<file path="config.mk">
export PLATFORM = sky130hd
export DESIGN_NAME = btb_predictor
export DESIGN_NICKNAME = d
export VERILOG_FILES = /design/src/rtl/btb_predictor.sv
export SDC_FILE = /design/constraint.sdc
export NUM_CORES = 2
export LEC_CHECK = 0
export CORE_MARGIN = 4
export CORE_UTILIZATION = 35
export CTS_CLUSTER_DIAMETER = 30
export DETAILED_ROUTE_END_ITERATION = 10
export SYNTH_ARGS = -nofsm -noshare
export SYNTH_HDL_FRONTEND = slang
export SYNTH_SLANG_ARGS = --single-unit
</file>
<file path="constraint.sdc">
create_clock -name clk -period 9.3 [get_ports clk]
set_input_delay 1.86 -clock clk [delete_from_list [all_inputs] [get_ports clk]]
set_output_delay 1.86 -clock clk [all_outputs]
set_load 0.01 [all_outputs]
</file>
<file path="src/rtl/btb_predictor.sv">
// rtl/btb_predictor.sv - set-associative branch target buffer with 2-bit direction counters
// Combinational fetch lookup; single execute update port with per-set round-robin replacement.
module btb_predictor #(
    parameter int SETS_LOG2 = 4,
    parameter int WAYS      = 2
) (
    input  logic        clk,
    input  logic        rst,
    input  logic [31:0] lookup_pc,
    input  logic        lookup_valid,
    output logic        pred_hit,
    output logic        pred_taken,
    output logic [31:0] pred_next_pc,
    input  logic        upd_valid,
    input  logic [31:0] upd_pc,
    input  logic        upd_taken,
    input  logic [31:0] upd_target,
    input  logic        flush
);
    localparam int SETS  = 1 << SETS_LOG2;
    localparam int TAG_W = 32 - SETS_LOG2 - 2;
    localparam int WAY_W = (WAYS > 1) ? $clog2(WAYS) : 1;
    localparam logic [WAY_W-1:0] PTR_MAX = WAY_W'(WAYS - 1);

    logic [WAYS-1:0]  r_valid  [SETS];
    logic [TAG_W-1:0] r_tag    [SETS][WAYS];
    logic [31:0]      r_target [SETS][WAYS];
    logic [1:0]       r_ctr    [SETS][WAYS];
    logic [WAY_W-1:0] r_ptr    [SETS];

    logic [SETS_LOG2-1:0] w_lk_idx;
    logic [TAG_W-1:0]     w_lk_tag;
    logic                 w_lk_match;
    logic [31:0]          w_lk_target;
    logic [1:0]           w_lk_ctr;

    logic [SETS_LOG2-1:0] w_up_idx;
    logic [TAG_W-1:0]     w_up_tag;
    logic                 w_up_hit;
    logic [WAY_W-1:0]     w_up_way;
    logic                 w_has_inv;
    logic [WAY_W-1:0]     w_inv_way;
    logic [WAY_W-1:0]     w_victim;
    logic [WAY_W-1:0]     w_ptr_next;
    logic                 w_unused_lsbs;

    assign w_unused_lsbs = ^upd_pc[1:0];

    // Ways are scanned high to low so the lowest matching way is the one left standing.
    always_comb begin
        w_lk_idx    = lookup_pc[SETS_LOG2+1:2];
        w_lk_tag    = lookup_pc[31:SETS_LOG2+2];
        w_lk_match  = 1'b0;
        w_lk_target = '0;
        w_lk_ctr    = 2'b00;
        for (int w = WAYS - 1; w >= 0; w--) begin
            if (r_valid[w_lk_idx][w] && r_tag[w_lk_idx][w] == w_lk_tag) begin
                w_lk_match  = 1'b1;
                w_lk_target = r_target[w_lk_idx][w];
                w_lk_ctr    = r_ctr[w_lk_idx][w];
            end
        end
    end

    assign pred_hit     = lookup_valid && w_lk_match;
    assign pred_taken   = pred_hit && w_lk_ctr[1];
    assign pred_next_pc = pred_taken ? w_lk_target : lookup_pc + 32'd4;

    always_comb begin
        w_up_idx  = upd_pc[SETS_LOG2+1:2];
        w_up_tag  = upd_pc[31:SETS_LOG2+2];
        w_up_hit  = 1'b0;
        w_up_way  = '0;
        w_has_inv = 1'b0;
        w_inv_way = '0;
        for (int w = WAYS - 1; w >= 0; w--) begin
            if (r_valid[w_up_idx][w] && r_tag[w_up_idx][w] == w_up_tag) begin
                w_up_hit = 1'b1;
                w_up_way = WAY_W'(w);
            end
            if (!r_valid[w_up_idx][w]) begin
                w_has_inv = 1'b1;
                w_inv_way = WAY_W'(w);
            end
        end
        w_victim   = w_has_inv ? w_inv_way : r_ptr[w_up_idx];
        w_ptr_next = (r_ptr[w_up_idx] == PTR_MAX) ? '0 : r_ptr[w_up_idx] + 1'b1;
    end

    always_ff @(posedge clk) begin
        if (rst) begin
            for (int s = 0; s < SETS; s++) begin
                r_valid[s] <= '0;
                r_ptr[s]   <= '0;
                for (int w = 0; w < WAYS; w++) begin
                    r_ctr[s][w] <= 2'b00;
                end
            end
        end else if (flush) begin
            for (int s = 0; s < SETS; s++) begin
                r_valid[s] <= '0;
                r_ptr[s]   <= '0;
            end
        end else if (upd_valid) begin
            if (w_up_hit) begin
                if (upd_taken) begin
                    r_target[w_up_idx][w_up_way] <= upd_target;
                    if (r_ctr[w_up_idx][w_up_way] != 2'b11) begin
                        r_ctr[w_up_idx][w_up_way] <= r_ctr[w_up_idx][w_up_way] + 2'b01;
                    end
                end else if (r_ctr[w_up_idx][w_up_way] != 2'b00) begin
                    r_ctr[w_up_idx][w_up_way] <= r_ctr[w_up_idx][w_up_way] - 2'b01;
                end
            end else if (upd_taken) begin
                r_valid[w_up_idx][w_victim]  <= 1'b1;
                r_tag[w_up_idx][w_victim]    <= w_up_tag;
                r_target[w_up_idx][w_victim] <= upd_target;
                r_ctr[w_up_idx][w_victim]    <= 2'b10;
                // Only a full set advances round-robin; filling a hole leaves it alone.
                if (!w_has_inv) begin
                    r_ptr[w_up_idx] <= w_ptr_next;
                end
            end
        end
    end
endmodule

</file>
[After elaboration in Yosys (flattened, before gate mapping)]
Memories as Yosys holds them, arrays and structs flattened.
Index checks and enable logic that the tools add are counted.
Operators by class
  mux-type cells: 183
  $add $sub $neg: 4
  equal/unequal tests: 5
  bitwise logic cells: 106
  order comparisons: 6
  reductions and logical operators: 13
Operators by type and width (number)
  2-to-1 mux 32 bit: 5
  2-to-1 mux 1 bit: 134
  2-to-1 mux 64 bit: 2
  equality test 26 bit: 4
  bitwise OR 1 bit: 104
  demux 32 bit (select 1 bit): 2
  2-to-1 mux 2 bit: 26
  2-to-1 mux 52 bit: 1
  adder 32 x 3 -> 32 bit (second input constant): 1
  2-to-1 mux 4 bit: 8
  demux 26 bit (select 1 bit): 1
  2-to-1 mux 26 bit: 1
  logical AND 1 bit: 9
  demux 2 bit (select 1 bit): 2
  >= comparator 2 bit (second input constant): 2
  < comparator 2 x 1 -> 1 bit (second input constant): 2
  inverter 1 -> 2 bit: 2
  OR reduction 4 bit: 1
  adder 2 x 1 -> 2 bit (second input constant): 1
  < comparator 1 x 2 -> 1 bit (second input constant): 1
  != test 2 bit (second input constant): 1
  nonzero test 2 bit: 1
  OR reduction 2 bit: 1
  subtractor 2 x 1 -> 2 bit (second input constant): 1
  other kinds (4): 4
Storage, ports and cells
  input bits: 102
  memory bits (writable): 1968
  bits in registers: 0
  logic and storage cells: 322
  memories: 5
  output and inout bits: 34
Memories
  r_target: words 16, width 64, read ports 1, clocked after Yosys merged registers in 0, write ports 1, RTL line 27  | logic [31:0] r_target [SETS][WAYS];
  r_tag: words 16, width 52, read ports 2, clocked after Yosys merged registers in 0, write ports 1, RTL line 26  | logic [TAG_W-1:0] r_tag [SETS][WAYS];
  r_ctr: words 16, width 4, read ports 2, clocked after Yosys merged registers in 0, write ports 16, RTL line 28  | logic [1:0] r_ctr [SETS][WAYS];
  r_valid: words 16, width 2, read ports 2, clocked after Yosys merged registers in 0, write ports 16, RTL line 25  | logic [WAYS-1:0] r_valid [SETS];
  r_ptr: words 16, width 1, read ports 1, clocked after Yosys merged registers in 0, write ports 16, RTL line 29  | logic [WAY_W-1:0] r_ptr [SETS];

[Longest topological paths before layout]
An unclocked memory read counts as a cell.
  word-level depth: 21
  gate-level depth with buffers: 30
  mapped depth without buffers: 18

[Worst setup path before layout]
OpenSTA, ideal clock, no wires.
  path type: input -> output
  from: in lookup_pc[2]
  to: out pred_next_pc[10]
  data arrival time: 5410 ps
  buffers on the path: 9
  cell stages on the path: 13
  path slack: 2030 ps
  data required time: 7440 ps
  cell sequence: buf_4 buf_4 buf_2 buf_4 buf_4 buf_4 buf_2 buf_1 buf_2 mux4_2 mux4_2 o32ai_1 a21oi_1
On the way
  cells in the longest elaborated chain, start to end: 8
  elaborated cells on any way between the ends: 18
  those cells by class: add/sub (1); eq/ne (2); mux (7); reduce/logical (4); memory (4)
Ends and longest elaborated chain
  from (decl): RTL line 9  | input logic [31:0] lookup_pc,
  memory (16 x 52 bit)
  equality test 26 bit: RTL line 57  | if (r_valid[w_lk_idx][w] && r_tag[w_lk_idx][w] == w_lk_tag) begin
  logical AND 1 bit: RTL line 57
  2-to-1 mux 1 bit (2 in series): RTL line 57
  logical AND 1 bit: RTL line 65  | assign pred_hit = lookup_valid && w_lk_match;
  logical AND 1 bit: RTL line 66  | assign pred_taken = pred_hit && w_lk_ctr[1];
  2-to-1 mux 32 bit *: RTL line 67  | assign pred_next_pc = pred_taken ? w_lk_target : lookup_pc + 32'd4;
  to (decl): RTL line 13  | output logic [31:0] pred_next_pc,
Mark *: on every way between the ends. The rest lies on a longest branch, timed or not.

[Final worst setup path]
  from: in lookup_pc[2]
  to: out pred_next_pc[12]
Same word-level chain as after synthesis.

==> impl_metrics.py <==
metrics = {
    "floorplanning": {
        "fp.dieH_um": 509,
        "pin_count": 136,
        "chipWidth_um": 509,
        "rows": 183,
        "coreArea_mm2": 0.249,
        "start_util_pct": 35.2,
        "dieArea_mm2": 0.259,
    },
    "synthesis": {
        "synthMuxAreaShare_pct": 21.8,
        "ys_seq_area_share_pct": 67.0,
        "yosysWarnings": 0,
        "ys_top_cells_by_area": "edfxtp_1 66%, mux4_2 16%, mux2i_1 4.1%, mux4_1 1.3%, xnor2_1 1.1%",
        "synthXorXnorAreaFrac_pct": 1.36,
        "synthArstFlopShare_pct": 0,
        "syn_inst": 4602,
        "synth_nets": 4707,
        "synth-main-ff-cell": "edfxtp_1",
        "syn_area_mm2": 0.0878,
        "synth-simple-area-share_pct": 3.18,
        "ys_seq_elements": 1968,
        "synth-compound-area-share_pct": 4.29,
        "synth-edff-count": 1936,
        "synth_top_family_by_area": "multiplexers",
        "syn_avg_cell_area_um2": 19.1,
        "synth.distinct_cells": 99,
        "yosysTopAreaCellShare_pct": 66.2,
        "synth-adder-area-share_pct": 0.0428,
        "synth.largest_area_cell": "edfxtp_1",
    },
    "setup_path": {
        "reg2reg_depth": 17,
        "crit_type": "in2out",
        "cp_max_fo": 43,
        "arrival_ns": 7.19,
        "startpoint_type": "input pin",
        "r2r-start": "r_tag[6][25]",
        "critPathRequiredTime_ns": 7.44,
        "timing.rr.end": "r_ctr[14][1]",
        "cp-end-kind": "output pin",
        "rrSetupSlack_ns": 3.46,
    },
    "cells_and_area": {
        "drive_gt1_share_pct": 31.2,
        "syn_to_final_growth_pct": 22.4,
        "nets": 5160,
        "post-route-util_pct": 43.1,
        "nFillCells": 21600,
    },
    "clock_tree": {
        "cts.repair.resized": 0,
        "cts_root_buf": "clkbuf_16",
        "cts_sinks": 1968,
        "h-tree-depth": 5,
        "clk_path_buf_depth": 4,
        "cts_buffers": 391,
        "cts_hold_buf": 0,
        "cts_setup_buffers": 0,
        "clk_pin_slew_ns": 0.04,
        "cts_tree": "done",
        "clkLatencyLatePin_ns": 0.89,
    },
    "sta": {
        "rsz0062_at_grt": "no",
        "slew_headroom_pct": 21.3,
        "min_period_ns": 9.05,
        "finClkSkew_ns": 0.0554,
        "max_freq_ghz": 0.110,
        "slew_viol_final": 0,
        "tightest_slew_ns": 1.18,
        "hold_viol_final": 0,
        "setup_violations": 0,
        "fin_setup_tns_ns": 0,
        "post-route-period-util_pct": 97.3,
    },
    "routing": {
        "drt-total-wl_um": 283000,
        "antenna_left": 0,
        "routed_via_density": 5.89,
        "firstDrtPassIters": 8,
        "wire_per_inst_um": 32.5,
        "drc": 0,
        "dr_total_vias": 51400,
        "drtIter0Drc": 6948,
    },
    "global_routing": {
        "grt_pass1_vias": 52000,
        "grt-ovfl-total": 0,
        "antenna_found_initial": 25,
        "grt_pass1_wl_um": 396000,
        "grt_max_degree": 149,
        "grt_usage_pct": 21.4,
    },
    "worst_hold_path": {
        "whs_endpoint": "r_valid[6][1]",
        "holdPathStages": 2,
        "hold_start": "r_valid[6][1]",
        "holdCritPathClass": "reg2reg",
    },
    "power": {
        "vdd_drop_max_v": 0.000200,
        "p_leak_nw": 35.1,
        "powerDensity_mw_per_mm2": 234,
    },
    "place": {
        "place_hpwl_um": 171000,
        "gp_congestion": 0.959,
        "portBuffers": 133,
    },
    "flow_run": {
        "drv_cap": 0,
    },
    "run_status": {
        "outcome": "finished, final reports clean",
    },
}
routing by layer:
layer | vias up | share of wire, % | track usage, %
li1 | 20500 | - | -
met5 | - | 0.028 | 0
met2 | 2866 | 47 | 34.1
met3 | 693 | 9.3 | 4.76
met4 | 12 | 4.7 | 9.14
met1 | 27300 | 39 | 28.3
cells in the final DEF (no fill, tap or decap), drive strengths merged, types with 38 or more instances in the layout:
cell and instances:
nand2 119, o21ai 44, xnor2 107, mux2i 363, a22oi 89, edfxtp 1936, a21oi 85, nor3 65
nor2 117, clkdlybuf4s50 125, inv 58, clkinv 160, clkinvlp 50, bufinv 49, clkbuf 441, mux4 666
nand3 51, o31ai 40, nor2b 38, buf 277
synthesized netlist by cell type, types with 18 or more instances:
cell and instances:
nor2_1 116, a221oi_1 21, mux4_1 43, a31oi_1 23, xnor2_1 107, nand3_1 50, buf_2 95, nand4_1 28
mux2i_1 363, mux2_2 29, mux4_2 620, a21oi_1 84, inv_1 30, nand3b_1 20, buf_4 42, dfxtp_1 32
xor2_1 29, clkbuf_1 135, a22o_1 30, nand2_1 119, o31ai_1 40, nand2b_1 18, a22oi_1 88, edfxtp_1 1936
o32ai_1 26, o21ai_0 42, buf_1 43, nor2b_1 37, nor3_1 64
sequential cells by signal (all words and copies together), names as in the netlist:
name,count
r_tag,832
r_ctr,64
r_target,1024
r_ptr,16
r_valid,32
power by group:
group	total (W)	switching, W	internal (W)
combinational	0.00148	0.000903	0.000578
sequential	0.00981	0.0000108	0.00979
clock	0.0139	0.00472	0.00916
worst max path at each step:
stage	slack (ns)	from	endpoint
floorplan	2.03	lookup_pc[2]	pred_next_pc[10]
global placement	0.34	lookup_pc[2]	pred_next_pc[12]
detailed placement	0.33	lookup_pc[2]	pred_next_pc[12]
CTS	0.32	lookup_pc[2]	pred_next_pc[12]
global route	0.16	lookup_pc[2]	pred_next_pc[12]
finish	0.25	lookup_pc[2]	pred_next_pc[12]
cell type report:
type                       count  area (um2)  share of cell area (%)
clock inverter               282        3140                    2.92
inverter                      35         136                   0.127
multi-input combinational   2255       27500                    25.6
clock buffer                 439       10100                    9.37
tap                         3330        4170                    3.88
timing repair buffer         404        3600                    3.35
antenna                        7        17.5                  0.0163
sequential                  1968       58800                    54.7
kinds of logic after synthesis:
kind of cell / count (synthesis)
DFF: 1968
muxes: 1061
adders and majority gates: 3
and+or+nand+nor: 544
xor gates and xnor gates: 136
buffers and inverters: 379
AOI/OAI and AO/OA: 511
metrics by stage:
| step | setup WS, ns | cells | instance area [um2] | hold WS [ns] | power, W |
|---|---|---|---|---|---|
| 2_1_floorplan | 2.03 | 4602 | 87800 | 0.433 | 0.0108 |
| 3_3_place_gp | 0.337 | 7992 | 94200 | 0.446 | 0.0114 |
| 3_5_place_dp | 0.332 | 7992 | 94200 | 0.458 | 0.0114 |
| 4_1_cts | 0.322 | 8713 | 107000 | 0.468 | 0.0253 |
| 5_1_grt | 0.157 | 8715 | 107000 | 0.486 | 0.0258 |
| 6_report | 0.250 | 8720 | 107000 | 0.470 | 0.0252 |
worst max-delay path, stage by stage:
cell and delay [ns]:
buf_8 0.39, buf_4 0.33, mux4_2 0.52, a22oi_1 0.33
a21oi_1 0.12, or4_1 0.67, nor4_1 0.64, and3_2 0.72
or2_2 0.57, a21oi_1 0.25, buf_4 0.22, clkdlybuf4s50_1 0.48
Note: power is estimated with default switching activity, not from simulation.
